### config.mk
export PLATFORM = sky130hd
export DESIGN_NAME = difficulty_filter_fsm
export DESIGN_NICKNAME = d
export VERILOG_FILES = /design/src/rtl/filter_pkg.sv /design/src/rtl/key_debounce.sv /design/src/rtl/difficulty_filter_fsm.sv
export SDC_FILE = /design/constraint.sdc
export NUM_CORES = 1
export LEC_CHECK = 0
export ABC_AREA = 1
export CORE_MARGIN = 1
export CORE_UTILIZATION = 34
export CTS_BUF_LIST = sky130_fd_sc_hd__clkbuf_16
export CTS_CLUSTER_DIAMETER = 30
export DETAILED_ROUTE_END_ITERATION = 10
export PLACE_DENSITY = 0.59
export SLEW_MARGIN = 20
export SYNTH_ARGS = -nofsm -noshare
export SYNTH_HDL_FRONTEND = slang
export SYNTH_SLANG_ARGS = --single-unit
### constraint.sdc
create_clock -name clk -period 3 [get_ports clk]
set_input_delay 0.6 -clock clk [delete_from_list [all_inputs] [get_ports clk]]
set_output_delay 0.6 -clock clk [all_outputs]
set_load 0.02 [all_outputs]
### src/rtl/filter_pkg.sv
// Shared filter codes, key indices and wrap-around stepping helpers
// for the pushbutton filter selector.
package filter_pkg;

  typedef enum logic [1:0] {
    FILT_NONE = 2'd0,
    FILT_A    = 2'd1,
    FILT_B    = 2'd2,
    FILT_C    = 2'd3
  } filter_t;

  localparam int KEY_NEXT  = 0;
  localparam int KEY_PREV  = 1;
  localparam int KEY_CLEAR = 2;

  function automatic filter_t filter_step_fwd(input filter_t f);
    return filter_t'(f + 2'd1);
  endfunction

  function automatic filter_t filter_step_back(input filter_t f);
    return filter_t'(f - 2'd1);
  endfunction

endpackage

### src/rtl/key_debounce.sv
// One active-low key: 2-flop sync, stability counter, registered press pulse.
// Latency 2 + DEBOUNCE_CYCLES clocks from a clean edge to the pulse; no backpressure.
module key_debounce #(
  parameter int DEBOUNCE_CYCLES = 500000,
  parameter int DEB_W           = $clog2(DEBOUNCE_CYCLES + 1)
) (
  input  logic clk,
  input  logic rst_n,
  input  logic key_n_raw,
  output logic key_level,
  output logic press_pulse
);

  logic             sync1;
  logic             sync2;
  logic [DEB_W-1:0] cnt;

  always_ff @(posedge clk or negedge rst_n) begin
    if (!rst_n) begin
      sync1 <= 1'b1;
      sync2 <= 1'b1;
    end else begin
      sync1 <= key_n_raw;
      sync2 <= sync1;
    end
  end

  // Any return to the accepted level restarts the stability count.
  always_ff @(posedge clk or negedge rst_n) begin
    if (!rst_n) begin
      key_level   <= 1'b1;
      cnt         <= '0;
      press_pulse <= 1'b0;
    end else begin
      press_pulse <= 1'b0;
      if (sync2 == key_level) begin
        cnt <= '0;
      end else if (cnt == DEB_W'(DEBOUNCE_CYCLES - 1)) begin
        key_level   <= sync2;
        cnt         <= '0;
        press_pulse <= ~sync2;
      end else begin
        cnt <= cnt + 1'b1;
      end
    end
  end

endmodule

### src/rtl/difficulty_filter_fsm.sv
// Debounced pushbutton selector stepping a 4-state filter FSM (Moore output).
// filter_type updates one clock after a press pulse; CLEAR has top priority, no backpressure.
module difficulty_filter_fsm
  import filter_pkg::*;
#(
  parameter int DEBOUNCE_CYCLES = 500000,
  parameter int DEB_W           = $clog2(DEBOUNCE_CYCLES + 1)
) (
  input  logic       clk,
  input  logic       rst_n,
  input  logic [3:0] key,
  output logic [1:0] filter_type
);

  logic [3:0] key_level;
  logic [3:0] press_pulse;
  logic       unused_bits;

  filter_t state;
  filter_t state_nxt;

  for (genvar i = 0; i < 4; i++) begin : g_key
    key_debounce #(
      .DEBOUNCE_CYCLES(DEBOUNCE_CYCLES),
      .DEB_W          (DEB_W)
    ) u_key_debounce (
      .clk        (clk),
      .rst_n      (rst_n),
      .key_n_raw  (key[i]),
      .key_level  (key_level[i]),
      .press_pulse(press_pulse[i])
    );
  end

  // Levels and the reserved key's pulse are synchronised but not acted on.
  assign unused_bits = ^{key_level, press_pulse[3]};

  always_ff @(posedge clk or negedge rst_n) begin
    if (!rst_n) begin
      state <= FILT_NONE;
    end else begin
      state <= state_nxt;
    end
  end

  always_comb begin
    state_nxt = state;
    if (press_pulse[KEY_CLEAR]) begin
      state_nxt = FILT_NONE;
    end else if (press_pulse[KEY_NEXT] && !press_pulse[KEY_PREV]) begin
      state_nxt = filter_step_fwd(state);
    end else if (press_pulse[KEY_PREV] && !press_pulse[KEY_NEXT]) begin
      state_nxt = filter_step_back(state);
    end
  end

  assign filter_type = state;

endmodule

---- After elaboration in Yosys (flattened, before gate mapping) ----
Index checks and enable logic that the tools add are counted.
Widths: inputs -> output; s select.
storage, ports and cells
  register bits ........................... 71
  input port bits ......................... 6
  output and inout bits ................... 2
  word-level logic and storage cells ...... 56
operators by class
  $add $sub $neg .......................... 5
  equal/unequal tests ..................... 6
  muxes and demuxes ....................... 15
  bitwise gates (word level) .............. 6
  reductions and logical operators ........ 8
operators with widths
  operator               count
  $mux 19                6
  $add 19x1->19 const B  3
  $eq 19x19->1 const B   3
  $mux 1                 6
  $mux 2                 3
  $not 1->1              6
  $reduce_and 2->1       3
  $eq 1x1->1             3
  $reduce_bool 3->1      1
  $add 2x1->2 const B    1
  $logic_and 1x1->1      2
  $logic_not 1->1        2
  $sub 2x1->2 const B    1

---- Longest topological paths before layout ----
  depth in word-level cells ............... 5
  depth in mapped cells ................... 9
  gate-level depth less buffers ........... 9

---- By module ----
From an unflattened synthesis, not the netlist that was laid out.
second synthesis, totals
  cell total of the unflattened synthesis .. 475
  area total of the unflattened synthesis .. 3802.4 um^2
modules (own cells, without submodules)
  module                 times used  cells each  area an instance (um^2)  sequential area each (um^2)
  key_debounce           3           150         1221.2                   579.3
  difficulty_filter_fsm  1           25          138.9                    50.0

---- Worst setup path after synthesis ----
OpenSTA, ideal clock, no wires.
  path type ............................... flip-flop to flip-flop
  start ................................... reg g_key[2].u_key_debounce.cnt[0]
  end ..................................... reg g_key[2].u_key_debounce.cnt[5]
  arrival ................................. 1157 ps
  required time ........................... 2877 ps
  setup slack ............................. 1721 ps
  stages on the path, launching flop included .. 7
  period minus slack after synthesis ...... 1279 ps
  cell sequence ........................... dfrtp_1 > ha_1 > nand3_1 > nor2_1 > nand3_2 > nand2_1 > nor2_1
on the way
  cells in the longest elaborated chain, start to end .. 3
  elaborated cells between the ends (all ways) .. 4
ends and longest elaborated chain
  item                                                  RTL line                                text
  start: declaration                                    key_debounce.sv:16                      logic [DEB_W-1:0] cnt;
  start signal: assignment                              key_debounce.sv:43                      cnt <= cnt + 1'b1;
  $add 19x1->19 / $eq 19x19->1 (equally long branches)  key_debounce.sv:43, key_debounce.sv:38
  $mux 19 (*)                                           key_debounce.sv:38                      end else if (cnt == DEB_W'(DEBOUNCE_CYCLES - 1)) begin
  $mux 19 (*)                                           key_debounce.sv:36                      if (sync2 == key_level) begin
Mark *: on every way between the ends. The rest lies on a longest branch, timed or not.
A chain may end at the register's enable or synchronous reset.

---- Final worst setup path ----
  start ................................... reg state[0], in the netlist filter_type[0]
  end ..................................... out filter_type[0]
RTL lines
  item                      RTL line                     text
  start: declaration        difficulty_filter_fsm.sv:19  filter_t state;
  start signal: assignment  difficulty_filter_fsm.sv:42  state <= state_nxt;
  end: declaration          difficulty_filter_fsm.sv:12  output logic [1:0] filter_type
No word-level cell between the ends.

==> out/results.tsv <==
metric	value	unit
number of remaining DRC errors	0	
initial core utilization	35.1	%
max_slew headroom	40.8	%
FMAX	512	MHz
Worst path depth	1	
routing usage on met3	4.70	%
Synth Register Bits	71	
Worst EP required	2.40	ns
status	completed	
clock tree sinks	71	
Ys Warns	0	
Period Utilization, post-route	65.1	%
CP max stage delay	0.62	ns
Synth top area share	38.5	%
CTS Buf Count	9	
CTS tree	done	
postcts setup bufs	0	
DRT antenna net count	0	
die height	111	microns
# IOs	8	
Finished Core Util	39.8	%
CP delay by family, top	buffers and inverters	
row cnt	39	
Post-Synth Simple-Gate Area	37.1	%
async set-or-reset flop fraction in the synthesized netlist	100	%
DIE AREA	0.0123	sq mm
fin crit period	1.95	ns
Crit path buffers/inverters	1	
CP endpoint kind	primary output	
Final setup viols	0	
CP arrival	1.35	ns
crit path launch	filter_type[0]$_DFFE_PN0P_	
Max-Cap Viols	0	
IO buf count	6	
Worst Setup EP	filter_type[0]	
GR met2 Demand/Resource	23.3	%
total grt overflow	0	
GR peak layer	met2	
post-synthesis mux area share	0	%
Slew @ Worst Pin	0.887	ns
Post-Synth XOR/XNOR Area	7.08	%
Hold-fix buffers, CTS	0	
VDD IR max	0.361	mV
main flop type after synthesis	dfrtp_1	
Clock Tree Buf Depth	2	
CTS resizes	0	
setup TNS	0	ns
Die Span X	111	microns
compound-gate portion of the synthesized area	3.01	%
pin count of the biggest net entering global routing	72	
antenna violations before repair	0	
HPWL Detailed	6060	microns
Initial DRC Count	167	
Worst Clk Skew	0.00784	ns
Mapped Cells	528	
max-slew violation count	0	
Reg clk slew, reported paths	0.06	ns
LEAKAGE	1.90	nW
Worst Hold Class	flip-flop to flip-flop	
largest cells by area after synthesis	dfrtp_1 39%, nor2_1 12%, nand2_1 8.6%	
Non-Filler Instances	688	
Yosys top cell by area	dfrtp_1	
Syn Area/Cell	7.63	sq um
final WL	8300	microns
root buffer cell	clkbuf_16	
Layout fillers	1143	
Synth top cells by count	129 x nor2_1, 92 x nand2_1, 64 x inv_1	
CP Cell Sequence	clkdlybuf4s50_1	
GR met1 Demand/Resource	18.5	%
Placed Cells	672	
combinational family with the most area after synthesis	simple AND/OR/NAND/NOR gates	
crit start category	flip-flop	
proportion of layout cells with a drive suffix above 1	13.0	%
Max FO, Critical Path	3	
Multi-input gate area	0.00195	sq mm
vias in the first global route	3163	
Net Count, Synth	538	
cell area after layout	0.00456	sq mm
Initial DRT Pass Iterations	4	
pwr/cell area	480	mW/mm^2
Sequential Area	0.00179	sq mm
adder-cell share of the synthesized area	1.24	%
Reg-to-Reg End	g_key[2].u_key_debounce.cnt[5]$_DFF_PN0_	
critical path class	flip-flop to primary output	
Nets	550	
GRT Total Usage	14.6	%
Seq/Total Area, Yosys	44.4	%
Cell Area, Synth	0.00403	sq mm
most common cell in the netlist	nor2_1	
R2R Setup Slk	1.51	ns
Final Wtd Congestion	0.844	
hold path depth	0	
H-tree levels	3	
CP max-delay cell	clkdlybuf4s50_1	
area of the core	0.0115	sq mm
R2R depth	6	
placed cell areas	0.00424	sq mm
R2R Path Start	g_key[2].u_key_debounce.cnt[0]$_DFF_PN0_	
post-synthesis cell type count	33	
area grow syn2layout	13.2	%
DR WL/cell	12.1	microns
first-pass GRT wire length	14300	microns
n_diodes	0	
Final Hold Viols	0	
RSZ-0062 raised after global routing	no	
vias per cell	4.81	
Worst-Skew Late Latency	0.34	ns
Vias	3306	
EDFF count, synth	0	
how the worst min path moves through the flow:
stage	start	end
global route	g_key[1].u_key_debounce.sync1$_DFF_PN1_	g_key[1].u_key_debounce.sync2$_DFF_PN1_
floorplan	rst_n	filter_type[0]$_DFFE_PN0P_
detailed placement	g_key[2].u_key_debounce.sync1$_DFF_PN1_	g_key[2].u_key_debounce.sync2$_DFF_PN1_
global placement	g_key[1].u_key_debounce.sync1$_DFF_PN1_	g_key[1].u_key_debounce.sync2$_DFF_PN1_
finish	g_key[2].u_key_debounce.sync1$_DFF_PN1_	g_key[2].u_key_debounce.sync2$_DFF_PN1_
CTS	g_key[1].u_key_debounce.sync1$_DFF_PN1_	g_key[1].u_key_debounce.sync2$_DFF_PN1_
registers in the layout, summed over array words and instances, names as in the netlist:
register                          flops
g_key.u_key_debounce.press_pulse      3
filter_type                           2
g_key.u_key_debounce.key_level        3
g_key.u_key_debounce.sync2            3
g_key.u_key_debounce.sync1            3
g_key.u_key_debounce.cnt             57
final cells by class:
cell class,count,share of cell area (%)
Tap cell,143,3.92
Clock buffer,9,4.94
Multi-Input combinational cell,382,42.8
Clock inverter,7,2.14
Inverter,70,5.76
Timing Repair Buffer,6,1.26
Sequential cell,71,39.2
report_power, final:
part / total, W / internal, W / switching, W
Clock: 0.00114 / 0.000728 / 0.000415
Sequential: 0.000985 / 0.000975 / 0.0000100
Combinational: 0.0000612 / 0.0000171 / 0.0000441
Total: 0.00219 / 0.00172 / 0.000469
cells in the final DEF (no fill, tap or decap), types with 3 or more instances in the layout:
cell	Yosys	final
clkbuf_16	0	9
inv_1	64	64
nand2_1	92	92
xor2_1	23	23
nor2_2	8	8
xor2_2	3	3
o21ai_1	4	4
nor2_4	7	7
nor2_1	129	129
inv_2	6	6
nand2_2	13	13
nand3_1	41	41
dfrtp_1	62	62
nand4_1	16	16
nor3_1	8	8
ha_1	4	4
xnor2_1	4	4
clkdlybuf4s50_1	0	5
o21ai_0	4	4
a21oi_1	10	10
dfstp_2	9	9
through the flow:
step / setup WS [ns] / power [W] / hold slack, ns
floorplan: 1.72 / 0.00103 / 0.304
detailed placement: 1.41 / 0.00107 / 0.348
global route: 1.01 / 0.00227 / 0.358
finish: 1.05 / 0.00219 / 0.356
global placement: 1.42 / 0.00107 / 0.347
CTS: 1.04 / 0.00222 / 0.357
kinds of logic (layout without fill, tap and decap cells):
logic type | Yosys count | after routing
compound gates | 22 | 22
xor+xnor | 30 | 30
fa+ha+maj | 4 | 4
simple gates | 326 | 326
buf+inv | 75 | 92
flops | 71 | 71
layer usage:
metal	share of wire (%)	vias up	wire (microns)
met5	0	-	0
met1	47	1539	3860
li1	-	1674	-
met2	46	78	3840
met4	1.5	0	124
met3	5.7	15	474
No activity file was read; power rests on OpenSTA's default activity.
